===== config.mk =====
export PLATFORM = sky130hd
export DESIGN_NAME = shift_add_mult
export DESIGN_NICKNAME = d
export VERILOG_FILES = /design/src/rtl/mult_pkg.sv /design/src/rtl/mult_dp.sv /design/src/rtl/shift_add_mult.sv
export SDC_FILE = /design/constraint.sdc
export NUM_CORES = 1
export LEC_CHECK = 0
export CAP_MARGIN = 0
export CORE_MARGIN = 3
export CORE_UTILIZATION = 49
export DETAILED_ROUTE_END_ITERATION = 12
export PLACE_DENSITY = 0.77
export SYNTH_ARGS = -nofsm -noshare
export SYNTH_HDL_FRONTEND = slang
export SYNTH_SLANG_ARGS = --single-unit
export TNS_END_PERCENT = 1

===== constraint.sdc =====
create_clock -name clk -period 2.25 [get_ports clk]
set_clock_uncertainty 0.2 [all_clocks]
set_input_delay 0.3375 -clock clk [delete_from_list [all_inputs] [get_ports clk]]
set_output_delay 0.3375 -clock clk [all_outputs]
set_load 0.01 [all_outputs]

===== src/rtl/mult_pkg.sv =====
// Shared types and helpers for the shift-and-add multiplier.
// Also used by the optional MULT_FUSED_EN build of shift_add_mult.
package mult_pkg;

  typedef enum logic [1:0] {
    IDLE  = 2'd0,
    ADD   = 2'd1,
    SHIFT = 2'd2,
    DONE  = 2'd3
  } mult_state_t;

  // Bit counter must hold 0..width-1; never narrower than one bit.
  function automatic int cnt_width(input int width);
    return (width < 3) ? 1 : $clog2(width);
  endfunction

endpackage


===== src/rtl/mult_dp.sv =====
// Datapath of the shift-and-add multiplier: R = {carry, acc, mul} and latched multiplicand M.
// add and shift may be asserted together; the add result is then shifted in the same cycle.
module mult_dp
  import mult_pkg::*;
#(
  parameter int WIDTH = 4
) (
  input  logic               clk,
  input  logic               n_reset,
  input  logic               load,
  input  logic               add,
  input  logic               shift,
  input  logic [WIDTH-1:0]   multiplicand,
  input  logic [WIDTH-1:0]   multiplier,
  output logic               lsb,
  output logic [2*WIDTH-1:0] product
);

  logic [2*WIDTH:0] r;
  logic [2*WIDTH:0] r_sum;
  logic [2*WIDTH:0] r_next;
  logic [WIDTH-1:0] m;
  logic [WIDTH:0]   sum;

  always_comb begin
    sum    = {1'b0, r[2*WIDTH-1:WIDTH]} + {1'b0, m};
    r_sum  = (add && r[0]) ? {sum, r[WIDTH-1:0]} : r;
    r_next = shift ? (r_sum >> 1) : r_sum;
  end

  always_ff @(posedge clk or negedge n_reset) begin
    if (!n_reset) begin
      r <= '0;
      m <= '0;
    end else if (load) begin
      r <= {1'b0, {WIDTH{1'b0}}, multiplier};
      m <= multiplicand;
    end else begin
      r <= r_next;
    end
  end

  assign lsb     = r[0];
  assign product = r[2*WIDTH-1:0];

endmodule


===== src/rtl/shift_add_mult.sv =====
// Sequential unsigned shift-and-add multiplier with start/busy/done handshake.
// Define MULT_FUSED_EN to merge ADD and SHIFT into one state (WIDTH cycles per multiply).
module shift_add_mult
  import mult_pkg::*;
#(
  parameter int WIDTH = 4
) (
  input  logic               clk,
  input  logic               n_reset,
  input  logic               start,
  input  logic [WIDTH-1:0]   multiplicand,
  input  logic [WIDTH-1:0]   multiplier,
  output logic               busy,
  output logic               done,
  output logic [2*WIDTH-1:0] product
);

  localparam int             CW   = cnt_width(WIDTH);
  localparam logic [CW-1:0]  LAST = CW'(WIDTH - 1);

  mult_state_t   state;
  logic [CW-1:0] cnt;
  logic          load;
  logic          add;
  logic          shift;
  logic          lsb;

  always_comb begin
    load  = (state == IDLE) && start;
`ifdef MULT_FUSED_EN
    add   = (state == ADD);
    shift = (state == ADD);
`else
    add   = (state == ADD);
    shift = (state == SHIFT);
`endif
  end

  always_ff @(posedge clk or negedge n_reset) begin
    if (!n_reset) begin
      state <= IDLE;
      cnt   <= '0;
    end else begin
      case (state)
        IDLE: if (start) begin
          cnt   <= '0;
          state <= ADD;
        end
`ifdef MULT_FUSED_EN
        ADD: begin
          if (cnt == LAST) state <= DONE;
          else cnt <= cnt + 1'b1;
        end
`else
        ADD: state <= SHIFT;
        SHIFT: begin
          if (cnt == LAST) state <= DONE;
          else begin
            cnt   <= cnt + 1'b1;
            state <= ADD;
          end
        end
`endif
        DONE:    state <= IDLE;
        default: state <= IDLE;
      endcase
    end
  end

  assign busy = (state != IDLE);
  assign done = (state == DONE);

  mult_dp #(.WIDTH(WIDTH)) u_dp (
    .clk          (clk),
    .n_reset      (n_reset),
    .load         (load),
    .add          (add),
    .shift        (shift),
    .multiplicand (multiplicand),
    .multiplier   (multiplier),
    .lsb          (lsb),
    .product      (product)
  );

  // lsb is exported for observability; the FSM does not need it.
  logic unused_lsb;
  assign unused_lsb = lsb;

endmodule


# Word level (Yosys, flattened, before mapping)
# Cells that the tools add are included.
# totals
reg_bits	17
memories	0
inputBits	11
mem_bits_ro	0
latch_bits	0
ramBits	0
output_inout_bits	10
# classes
multipliers	0
reduce_logical	7
addsub	2
n_div	0
mux	9
n_lt_le_gt_ge	0
shift	0
eq_ne	6
bitwise_logic	0
# op_table
operator	n
$mux 9	3
$mux 2	4
$pmux 2 s4	1
$eq 2x2->1 const B	3
$reduce_bool 2->1	3
$add 4x4->5	1
$ne 2x2->1 const B	2
$pmux 2 s2	1
$reduce_and 3->1	1
$add 2x1->2 const B	1
$eq 2x1->1 const B	1
$logic_and 1x1->1	2
$logic_not 2->1	1

# Logic depth before layout (Yosys ltp)
# depth
word_depth	5
ltp_mapped	6

# By module
# Synthesis repeated with hierarchy kept, for this count alone.
# hier_totals
cells_unflattened	94
area_unflattened_um2	1016.0
# by_module_without_submodules
module	n_inst	cells_per_inst	area_per_inst_um2
mult_dp	1	72	798.3
shift_add_mult	1	22	217.7

# Worst setup path before layout
# No wires, ideal clock.
# synth_timing
path_type	register -> register
start	register u_dp.r[4]
end	register u_dp.r[8]
path_stages_with_launch	6
t_arrival_ps	1454
slack_ps	470
t_required_ps	1924
path_cell_list	dfrtp_1 -> ha_1 -> fa_1 -> a21o_1 -> a211oi_1 -> nor3_1
# synth_between
elab_chain_len	4
# synth_rtl
item	line	rtl
start, declared	mult_dp.sv:19	logic [2*WIDTH:0] r;
start signal, assigned	mult_dp.sv:36	r <= {1'b0, {WIDTH{1'b0}}, multiplier};
start signal, assigned	mult_dp.sv:39	r <= r_next;
$add 4x4->5	mult_dp.sv:26	sum = {1'b0, r[2*WIDTH-1:WIDTH]} + {1'b0, m};
$mux 9	mult_dp.sv:27	r_sum = (add && r[0]) ? {sum, r[WIDTH-1:0]} : r;
$mux 9	mult_dp.sv:28	r_next = shift ? (r_sum >> 1) : r_sum;
$mux 9	mult_dp.sv:35	end else if (load) begin
# Every way passes these cells. The select of a mux whose other input is x is not followed.
# A chain may end at the register's enable or synchronous reset.

# Final worst setup path
# layout_timing
start	register state[1]
end	output port busy
# layout_between
elab_chain_len	1
# layout_rtl
item	line	rtl
start, declared	shift_add_mult.sv:21	mult_state_t state;
start signal, assigned	shift_add_mult.sv:41	state <= IDLE;
start signal, assigned	shift_add_mult.sv:47	state <= ADD;
start signal, assigned	shift_add_mult.sv:55	ADD: state <= SHIFT;
$reduce_bool 2->1	shift_add_mult.sv:70	assign busy = (state != IDLE);
end, declared	shift_add_mult.sv:13	output logic busy,
# Every way passes these cells.

==> impl_metrics.env <==
export IMPL_cts_tree="done"
export IMPL_power_leakage_nw=0.557
export IMPL_drt_wl_total_um=1780
export IMPL_cts_htree_levels=1
export IMPL_hp_class="in2async"
export IMPL_vdd_drop_max_v=0.000677
export IMPL_cts_buffer_depth=2
export IMPL_worstRegToRegCells=5
export IMPL_finalCritPeriodShare_pct=94.2
export IMPL_r2r_end="u_dp.r[8]$_DFF_PN0_"
export IMPL_ys_ff_latch=17
export IMPL_regToRegSetupSlack_ns=0.40
export IMPL_syn_inst=89
export IMPL_startpoint_type="flip-flop"
export IMPL_path_class="reg2out"
export IMPL_ant_nets=0
export IMPL_power_share_clock_pct=10.9
export IMPL_vias=685
export IMPL_p_int_mw=0.947
export IMPL_antenna_found_initial=0
export IMPL_place_port_buffers=20
export IMPL_critPathRequiredTime_ns=1.71
export IMPL_wl_per_cell_um=13.6
export IMPL_ctsHoldBuffers=0
export IMPL_crit_start="state[1]$_DFFE_PN0P_"
export IMPL_timing_rr_start="u_dp.r[4]$_DFF_PN0_"
export IMPL_area_growth_pct=20.8
export IMPL_regArea_um2=425
export IMPL_final_nets=124
export IMPL_placedCellCount=127
export IMPL_hpwl_um=1360
export IMPL_setup_violations_final=0
export IMPL_period_minus_slack_ns=2.12
export IMPL_p_sw_mw=0.574
export IMPL_fillCellCount=161
export IMPL_grt_max_degree=18
export IMPL_whs_ns=0.166
export IMPL_start_util_pct=54.4
export IMPL_die_y_um=50.7
export IMPL_rsz0062_at_grt="no"
export IMPL_syn_area_um2=981
export IMPL_p_per_area_nw_per_um2=1280
export IMPL_max_slew_margin_pct=74.6
export IMPL_postCtsSetupBuffers=0
export IMPL_comb_power_share_pct=51.6
export IMPL_path_clk_slew_ns=0.10
export IMPL_ys_warnings_count=0
export IMPL_synth_distinct_cells=29
export IMPL_post_cts_resized=0
export IMPL_timing_setup_tns_ns=0
export IMPL_hold_viol_final=0
export IMPL_insertion_delay_ns=0.29
export IMPL_grt_util_all_layers_pct=16.8
export IMPL_seq_area_frac_synth_pct=43.4
export IMPL_drive_above_1_share_pct=16.0
export IMPL_multi_input_area_um2=468
export IMPL_fmax_ghz=0.472
export IMPL_tightest_slew_ns=0.380
export IMPL_viasPerCell=5.23
export IMPL_cts_made_buffers=3
export IMPL_grt_pass1_vias=760
export IMPL_syn_num_nets=106
export IMPL_grt_pass1_wl_um=3260
export IMPL_fp_dieW_um=50.7
export IMPL_cp_arrival_ns=1.58
export IMPL_antenna_cells=0
export IMPL_overflow=0
export IMPL_drt_iter0_markers=6
export IMPL_slew_violations=0
export IMPL_firstDrtPassIters=3
export IMPL_crit_fanout=10
export IMPL_cp_end_kind="output pin"
export IMPL_boundaryPins=21
export IMPL_die_area_um2=2570
export IMPL_max_cap_violations=0
export IMPL_clkSinkCount=17
export IMPL_swShare_pct=37.7
export IMPL_endpoint="busy"
export IMPL_drc=0
export IMPL_avgSynthCellArea_um2=11.0
export IMPL_seq_power_share_pct=37.5
export IMPL_place_gp_congestion=0.732
export IMPL_cts_root_buf="clkbuf_4"
export IMPL_rows=15
export IMPL_status="completed"
export IMPL_core_region_area_um2=1800
export IMPL_final_cell_count_no_fill=131
-- worst max-delay path, stage by stage (launching register included) --
cell             delay (ns)
dfrtp_1                0.54
or2_4                  0.22
clkdlybuf4s50_1        0.54
-- state kept, by name (all words and copies together) (netlist names) --
register	count
state	2
cnt	2
u_dp.r	9
u_dp.m	4
-- kinds of logic after synthesis --
logic type	after synthesis	synth area share, %
compound gates	23	14.4
simple gates	21	13.8
flops	17	43.4
buf+inv	13	8.93
mux	7	9.31
fa+ha+maj	6	8.42
xor+xnor	2	1.79
-- per-layer routing --
layer  track usage (%)  part of all wire, %  vias to the layer above  routed length [um]
met2              29.1                   50                       16                 886
met3              4.45                  4.8                        4                  86
met5                 0                    0                        -                   0
met1              19.4                   44                      329                 786
met4              7.17                  1.4                        0                  25
li1                  -                    -                      336                   -
-- power by group through the flow --
stage | clock [mW] | sequential [mW] | combinational, mW
floorplan | 0 | 0.532 | 0.626
global placement | 0 | 0.570 | 0.772
detailed placement | 0 | 0.577 | 0.791
CTS | 0.169 | 0.572 | 0.798
global route | 0.185 | 0.593 | 0.875
finish | 0.165 | 0.571 | 0.785
-- worst min path at each step --
| stage | end | cells after the start | slack [ns] |
|---|---|---|---|
| floorplan | cnt[0]$_DFFE_PN0P_ | 0 | -0.16 |
| global placement | u_dp.r[1]$_DFFE_PN0P_ | 2 | 0.29 |
| detailed placement | u_dp.r[2]$_DFFE_PN0P_ | 2 | 0.30 |
| CTS | u_dp.r[0]$_DFFE_PN0P_ | 2 | 0.17 |
| global route | u_dp.r[0]$_DFFE_PN0P_ | 2 | 0.18 |
| finish | u_dp.r[0]$_DFFE_PN0P_ | 2 | 0.17 |
-- final cells by class --
class                      count  area share, %
clock buffer                   4           2.22
inverter                       3          0.950
multi-input combinational     59           39.5
sequential                    17           35.9
tap                           25           2.64
timing repair buffer          23           18.8
-- Yosys cell counts, drive strengths merged --
master  instances  area (um2)
nand3b          1        11.3
nor3b           4        30.0
a22o            3        26.3
nor3            1        5.00
a21o            2        15.0
nor2b           1        6.26
and2b           1        8.76
nor2            3        27.5
mux2            5        71.3
xor2            1        8.76
or2             1        8.76
dfrtp          17         425
inv             3        11.3
nand2           8        30.0
a211oi          1        7.51
a21oi           6        30.0
ha              5        62.6
o21ai          10        53.8
mux2i           2        20.0
a32oi           1        8.76
and2            1        7.51
xnor2           1        8.76
buf            10        76.3
fa              1        20.0
-- layout by cell type (no fill, tap or decap), drive strengths merged, types with 2 or more instances in the layout --
cell	count
a21o	2
inv	3
nand2	8
nor3b	4
a21oi	6
mux2	5
buf	3
ha	5
nor2	3
dfrtp	17
mux2i	2
clkdlybuf4s50	20
a22o	3
o21ai	10
clkbuf	4
-- through the flow --
stage / setup slack, ns / cell area [um2] / util (%) / power (mW)
after global placement: 0.435 / 1160 / 64.3 / 1.34
after global routing: 0.0757 / 1180 / 65.8 / 1.65
after floorplan: 0.470 / 981 / - / 1.16
after CTS: 0.133 / 1180 / 65.8 / 1.54
final: 0.131 / 1180 / 65.8 / 1.52
after detailed placement: 0.412 / 1160 / 64.3 / 1.37
Note: power is estimated with default switching activity, not from simulation.
